===== config.mk =====
export PLATFORM = sky130hd
export DESIGN_NAME = thermo_gen
export DESIGN_NICKNAME = d
export VERILOG_FILES = /design/src/rtl/thermo_gen_pkg.sv /design/src/rtl/thermo_gen_po.sv /design/src/rtl/thermo_gen.sv
export SDC_FILE = /design/constraint.sdc
export NUM_CORES = 1
export LEC_CHECK = 0
export ABC_AREA = 1
export BUFFER_PORTS_ARGS = -buffer_cell sky130_fd_sc_hd__buf_2
export CAP_MARGIN = 20
export CORE_UTILIZATION = 45
export DETAILED_ROUTE_END_ITERATION = 10
export GPL_TIMING_DRIVEN = 0
export PLACE_DENSITY = 0.73
export REMOVE_ABC_BUFFERS = 1
export SKIP_CTS_REPAIR_TIMING = 1
export SLEW_MARGIN = 20
export SYNTH_ARGS = -nofsm -noshare
export SYNTH_HDL_FRONTEND = slang
export SYNTH_SLANG_ARGS = --single-unit

===== constraint.sdc =====
create_clock -name clk -period 1.3 [get_ports clk]
set_input_delay 0.13 -clock clk [delete_from_list [all_inputs] [get_ports clk]]
set_output_delay 0.13 -clock clk [all_outputs]
set_load 0.01 [all_outputs]

===== src/rtl/thermo_gen_pkg.sv =====
// thermo_gen_pkg: shared states, default sizes and count clamp for thermo_gen
package thermo_gen_pkg;
  typedef enum logic [1:0] {IDLE, SHIFT, DONE} state_t;
  localparam int WIDTH_DEF = 16;
  localparam int CW_DEF = 5;
  function automatic int clamp_count(input int c, input int w);
    return c > w ? w : c;
  endfunction
endpackage


===== src/rtl/thermo_gen_po.sv =====
// thermo_gen_po: mask datapath; controls LoadA/ShiftL/DecB/StoreR in, zeroB status, sat flag and res mask out
module thermo_gen_po import thermo_gen_pkg::*; #(
  parameter int WIDTH = WIDTH_DEF,
  parameter int CW = CW_DEF
) (
  input  logic             clk,
  input  logic             reset,
  input  logic             LoadA,
  input  logic             ShiftL,
  input  logic             DecB,
  input  logic             StoreR,
  input  logic [CW-1:0]    count,
  output logic             zeroB,
  output logic             sat,
  output logic [WIDTH-1:0] res
);
  logic [WIDTH-1:0] reg_a_q, reg_a_d, res_q, res_d;
  logic [CW-1:0] reg_b_q, reg_b_d;
  logic sat_q, sat_d, sat_in;
  assign sat_in = 32'(count) > WIDTH;
  assign zeroB = reg_b_q == '0;
  assign sat = sat_q;
  assign res = res_q;
  always_comb begin
    reg_a_d = LoadA ? '0 : ShiftL ? {reg_a_q[WIDTH-2:0], 1'b1} : reg_a_q;
    reg_b_d = LoadA ? CW'(clamp_count(32'(count), WIDTH)) : DecB ? reg_b_q - 1'b1 : reg_b_q;
    res_d = StoreR ? reg_a_q : res_q;
    sat_d = LoadA ? sat_in : sat_q;
  end
  always_ff @(posedge clk or negedge reset)
    if (!reset) begin
      reg_a_q <= '0;
      reg_b_q <= '0;
      res_q <= '0;
      sat_q <= 1'b0;
    end else begin
      reg_a_q <= reg_a_d;
      reg_b_q <= reg_b_d;
      res_q <= res_d;
      sat_q <= sat_d;
    end
endmodule


===== src/rtl/thermo_gen.sv =====
// thermo_gen: count-to-mask expander; start/count in, busy/done/sat/resultado out
module thermo_gen import thermo_gen_pkg::*; #(
  parameter int WIDTH = WIDTH_DEF,
  parameter int CW = CW_DEF
) (
  input  logic             clk,
  input  logic             reset,
  input  logic             start,
  input  logic [CW-1:0]    count,
  output logic             busy,
  output logic             done,
  output logic             sat,
  output logic [WIDTH-1:0] resultado
);
  state_t state_q, state_d;
  logic load_a, shift_l, dec_b, store_r, zero_b;
  always_comb begin
    load_a = state_q == IDLE && start;
    shift_l = state_q == SHIFT && !zero_b;
    dec_b = shift_l;
    store_r = state_q == SHIFT && zero_b;
    state_d = load_a ? SHIFT : store_r ? DONE : state_q == DONE ? IDLE : state_q;
  end
  always_ff @(posedge clk or negedge reset)
    if (!reset) state_q <= IDLE;
    else state_q <= state_d;
  assign busy = state_q == SHIFT;
  assign done = state_q == DONE;
  thermo_gen_po #(.WIDTH(WIDTH), .CW(CW)) u_po (
    .clk(clk),
    .reset(reset),
    .LoadA(load_a),
    .ShiftL(shift_l),
    .DecB(dec_b),
    .StoreR(store_r),
    .count(count),
    .zeroB(zero_b),
    .sat(sat),
    .res(resultado)
  );
endmodule

---- Yosys cells after proc, flatten, opt, wreduce, memory -nomap -nowiden ----
Cells that the tools add are included.
storage, ports and cells
  logic and storage cells ................. 26
  register bits ........................... 40
  input port bits ......................... 8
  output and inout bits ................... 19
cells by class
  add/subtract/negate cells ............... 1
  $lt $le $gt $ge ......................... 2
  eq/ne operators ......................... 2
  reductions and logical operators ........ 8
  mux-type cells .......................... 8
operator list
  kind                                                                   number
  16-bit two-way mux                                                     2
  5-bit two-way mux                                                      3
  5-bit > comparator, second input constant                              2
  2-bit two-way mux                                                      3
  5-bit logical NOT                                                      1
  5-bit by 1-bit subtractor with 5-bit output, second input constant     1
  1-bit logical AND                                                      3
  3-bit nonzero test                                                     1
  2-bit by 1-bit equality test with 1-bit output, second input constant  1
  2-bit equality test, second input constant                             1
  2-bit logical NOT                                                      1
  2-bit nonzero test                                                     1
  1-bit logical NOT                                                      1

---- Logic depth before layout (Yosys ltp) ----
  depth after elaboration ................. 5
  depth in mapped cells ................... 8
  gate-level depth less buffers ........... 8

---- Cells and area by module ----
A second synthesis with hierarchy kept.
second synthesis, totals
  cell total of the unflattened synthesis .. 171
  area total of the unflattened synthesis .. 1646.6 µm²
modules (own cells, without submodules)
  module         times used  area each (µm²)  cells an instance  seq. area each (µm²)
  thermo_gen_po  1           1539.0           155                950.9
  thermo_gen     1           107.6            16                 50.0

---- Worst setup path after synthesis ----
OpenSTA, ideal clock, no wires.
  path type ............................... register -> register
  start ................................... reg u_po.reg_b_q[0]
  end ..................................... reg u_po.reg_b_q[2]
  slack ................................... -70 ps
  stages on the path, launching flop included .. 9
  buffers on the path ..................... 1
  setup time .............................. 117 ps
  required time ........................... 1183 ps
  clock period less this slack ............ 1370 ps
  arrival time ............................ 1253 ps
  cells stage by stage .................... dfrtp_1 inv_1 ha_1 nand3_4 nand2_4 nand2_4 buf_6 nand2_1 nand2_1
between the ends
  word-level cells in the longest chain between the ends .. 4
  elaborated cells between the ends (all ways) .. 7
  those cells by class .................... add/sub (1); mux (2); reduce/logical (4)
ends and longest elaborated chain
  element                                                                                              RTL line             source
  start: declaration                                                                                   thermo_gen_po.sv:18  logic [CW-1:0] reg_b_q, reg_b_d;
  start signal: assignment                                                                             thermo_gen_po.sv:38  reg_b_q <= reg_b_d;
  parallel branches: the longest is 4 deep, another holds 5-bit by 1-bit subtractor with 5-bit output  --
Several ways; the timed one is not identified. The select of a mux whose other input is x is not followed.
A chain may end at the register's enable or synchronous reset.

---- Worst setup path after layout ----
  start ................................... reg state_q[1]
  end ..................................... reg u_po.reg_b_q[3]
between the ends
  word-level cells in the longest chain between the ends .. 3
  elaborated cells between the ends (all ways) .. 6
  those cells by class .................... eq/ne (1); mux (1); reduce/logical (4)
ends and longest elaborated chain
  element                                                                                     RTL line                            source
  start: declaration                                                                          thermo_gen.sv:15                    state_t state_q, state_d;
  start signal: assignment                                                                    thermo_gen.sv:26                    else state_q <= state_d;
  2-bit by 1-bit equality test with 1-bit output / 2-bit logical NOT (equally long branches)  thermo_gen.sv:19, thermo_gen.sv:18
  1-bit logical AND (on tied branches)                                                        thermo_gen.sv:19, thermo_gen.sv:18
  2-bit nonzero test (no line) / 5-bit two-way mux (equally long branches)                    --
Several ways; a longest one is shown, not always the timed one.

==> flow_summary_export.csv <==
group,metric,value,unit
floorplanning,row_count,22,
clocking,clk_path_buf_depth,2,
global_routing,grt_max_degree,41,
cells_and_area,multiInputGateArea,854.6,sq um
sta,relSlewSlack,41.51,%
cells_and_area,diodes,0,
pwr,switching_power,0.003029,W
pwr,vdd.ir_drop.worst,1.111,mV
synth,ys_ff_latch,40,
setup_path,worstSetupStartpointType,"register",
placed_design,dpl.hpwl,1890,um
pwr,p_clk_share,12.7,%
detailed_routing,routed_via_density,5.316,
outcome,status,"complete, but fails checks",
pwr,pwr-share-seq,30.0,%
cells_and_area,fill_cells,309,
setup_path,crit_type,"reg2reg",
clocking,cts_root_buf,"clkbuf_8",
floorplanning,start_util,48.55,%
detailed_routing,drc,0,
floorplanning,core_region_area,3799,sq um
sta,whs,-54.61,ps
clocking,cts_made_buffers,5,
setup_path,slowest_delay,450,ps
pwr,power.leakage,1.186,nW
floorplanning,ioPinCount,27,
placed_design,place.gp.congestion,0.7265,
pwr,switching_share,43.97,%
synth,avgSynthCellArea,10.25,sq um
sta,tns,-76.13,ps
clocking,htreeDepth,2,
setup_path,path_cells,"inv_2, nand3_2, nand3_1, nand2_1, nand2_1, nand2_1",
detailed_routing,ant_nets,0,
cells_and_area,seq_area,1003,sq um
floorplanning,dieHeight,66.02,um
detailed_routing,drt_wl_total,4732,um
setup_path,crit_start,"state_q[1]",
pwr,comb_power_share,57.3,%
synth,yosysSeqAreaShare,54.27,%
cells_and_area,final_area,2460,sq um
synth,syn_inst,180,
setup_path,required,1490,ps
cells_and_area,nets,248,
synth,synth_top_area_share,54.27,%
run,maxCapViolations,0,
detailed_routing,first_pass_iters,4,
floorplanning,die_width,66.02,um
setup_path,cp_top_family,"simple AND/OR/NAND/NOR gates",
cells_and_area,layout_commonest_cell,"nand2_1",
sta,rsz0062_at_grt,"yes",
setup_path,crit_slowest_cell,"dfrtp_1",
setup_path,r2r-start,"state_q[1]",
cells_and_area,final_cell_mix,"43 x nand2_1, 38 x dfrtp_1, 26 x buf_2",
clocking,cts.reportedPaths.clkPinSlew,80,ps
clocking,cts_tree,"built",
synth,ys_types,23,
sta,fin_crit,1340,ps
cells_and_area,fin_util,64.76,%
synth,synth_area_leaders,"dfrtp_1 54%, o22ai_2 9.5%, nand2_1 8.8%",
hold_path,min_path_type,"in2async",
setup_path,worstPathArrival,1530,ps
global_routing,grt_pass1_vias,1134,
placed_design,placed_cell_area,1954,sq um
setup_path,r2r_cells,6,
sta,finClkSkew,6.971,ps
setup_path,cp.depth,6,
outcome,violations,"negative hold slack, negative setup slack",
setup_path,end_kind,"register",
detailed_routing,wl_per_cell,16.43,um
sta,min_period_over_period,103.1,%
sta,hold_viol,40,
global_routing,grt_overflow,0,
sta,maxSlewViolCount,0,
detailed_routing,via_count,1531,
synth,yosysTopAreaCell,"dfrtp_1",
global_routing,gr-usage-all-layers,15.97,%
sta,worst_pin_slew,877.4,ps
pwr,power,0.006889,W
synth,syn_area,1844,sq um
pwr,p_int,0.003860,W
detailed_routing,initialDrtViolationCount,138,
setup_path,critPathMostFrequentCell,"nand2_1",
placed_design,portBuffers,26,
global_routing,grt_pass1_wl,5181,um
sta,layout_setup_ws,-39.73,ps
floorplanning,dieArea,4359,sq um
cells_and_area,layout-drive-gt1-share,41.67,%
synth,ys_warn_count,0,
clocking,cts_num_sinks,40,
sta,max_freq,746.4,MHz
cells_and_area,area_growth_syn_to_layout,33.38,%
clocking,insertion_delay,300,ps
global_routing,antenna_found_initial,0,
setup_path,timing.critical_path.buf_inv,1,
setup_path,critPathMaxFanout,6,
sta,setup_viol,6,
pwr,power.density,2800,nW/um^2
==> worst paths after layout <==
kind                                    to  slack, ps
max in group asynchronous  u_po.reg_b_q[3]        760
setup reg to reg           u_po.reg_b_q[3]        -40
min in group clk                state_q[0]        120
hold / removal             u_po.reg_b_q[1]        -50
hold reg to reg                u_po.res[2]        490
setup / recovery           u_po.reg_b_q[3]        -40
==> flip-flops by register name, indices dropped and copies added, names as in the netlist <==
signal        count
u_po.res         16
u_po.reg_b_q      5
state_q           2
u_po.sat          1
u_po.reg_a_q     16
==> routing by layer <==
metal	global-route usage, %	share of wire [%]
met1	19.98	41
met2	25.38	53
met3	5.172	3.9
met4	6.383	2.2
met5	0	0
==> area by class of cell <==
class	count	share of cell area, %
well taps	48	2.442
clock inverters	2	0.4069
repair buffers	52	13.89
flip-flops and latches	40	40.79
inverters	27	4.374
multi-input cells	113	34.74
clock buffers	6	3.357
==> power groups by stage <==
stage / clock, W / sequential (W) / combinational [W]
final: 0.000876 / 0.00207 / 0.00395
after global routing: 0.000940 / 0.00211 / 0.00424
after CTS: 0.000865 / 0.00202 / 0.00241
after detailed placement: 0 / 0.00205 / 0.00238
after global placement: 0 / 0.00202 / 0.00234
after floorplan: 0 / 0.00212 / 0.00173
==> metrics by stage <==
| stage | cells | worst slack (ps) |
|---|---|---|
| finish | 288 | -39.73 |
| floorplan | 172 | -300.4 |
| global route | 288 | -84.85 |
| global placement | 246 | -500.8 |
| detailed placement | 246 | -542.7 |
| CTS | 254 | -608.0 |
==> logic make-up (layout without fill, tap and decap cells) <==
group                    after synthesis  after routing  share of synthesized area (%)
AND/OR/NAND/NOR                       68             76                          19.40
buffers and inverters                 35             87                          9.837
adder cells (fa/ha/maj)                1              1                         0.6783
AO/OA/AOI/OAI                         36             36                          15.81
flip-flops                            40             40                          54.27
==> cell usage after synthesis <==
master    number
a21boi_0       1
a21oi_1        1
buf_2          1
buf_4          1
buf_6          6
dfrtp_1       40
ha_1           1
inv_1         25
inv_2          2
nand2_1       43
nand2_4        2
nand3_1        8
nand3_2        1
nand3_4        2
nand4_1        1
nand4_4        1
nor2_1         8
nor2_4         1
nor2_8         1
o21ai_0       12
o21ai_1        7
o21ai_2        1
o22ai_2       14
Power figures use the tool's default switching activity.
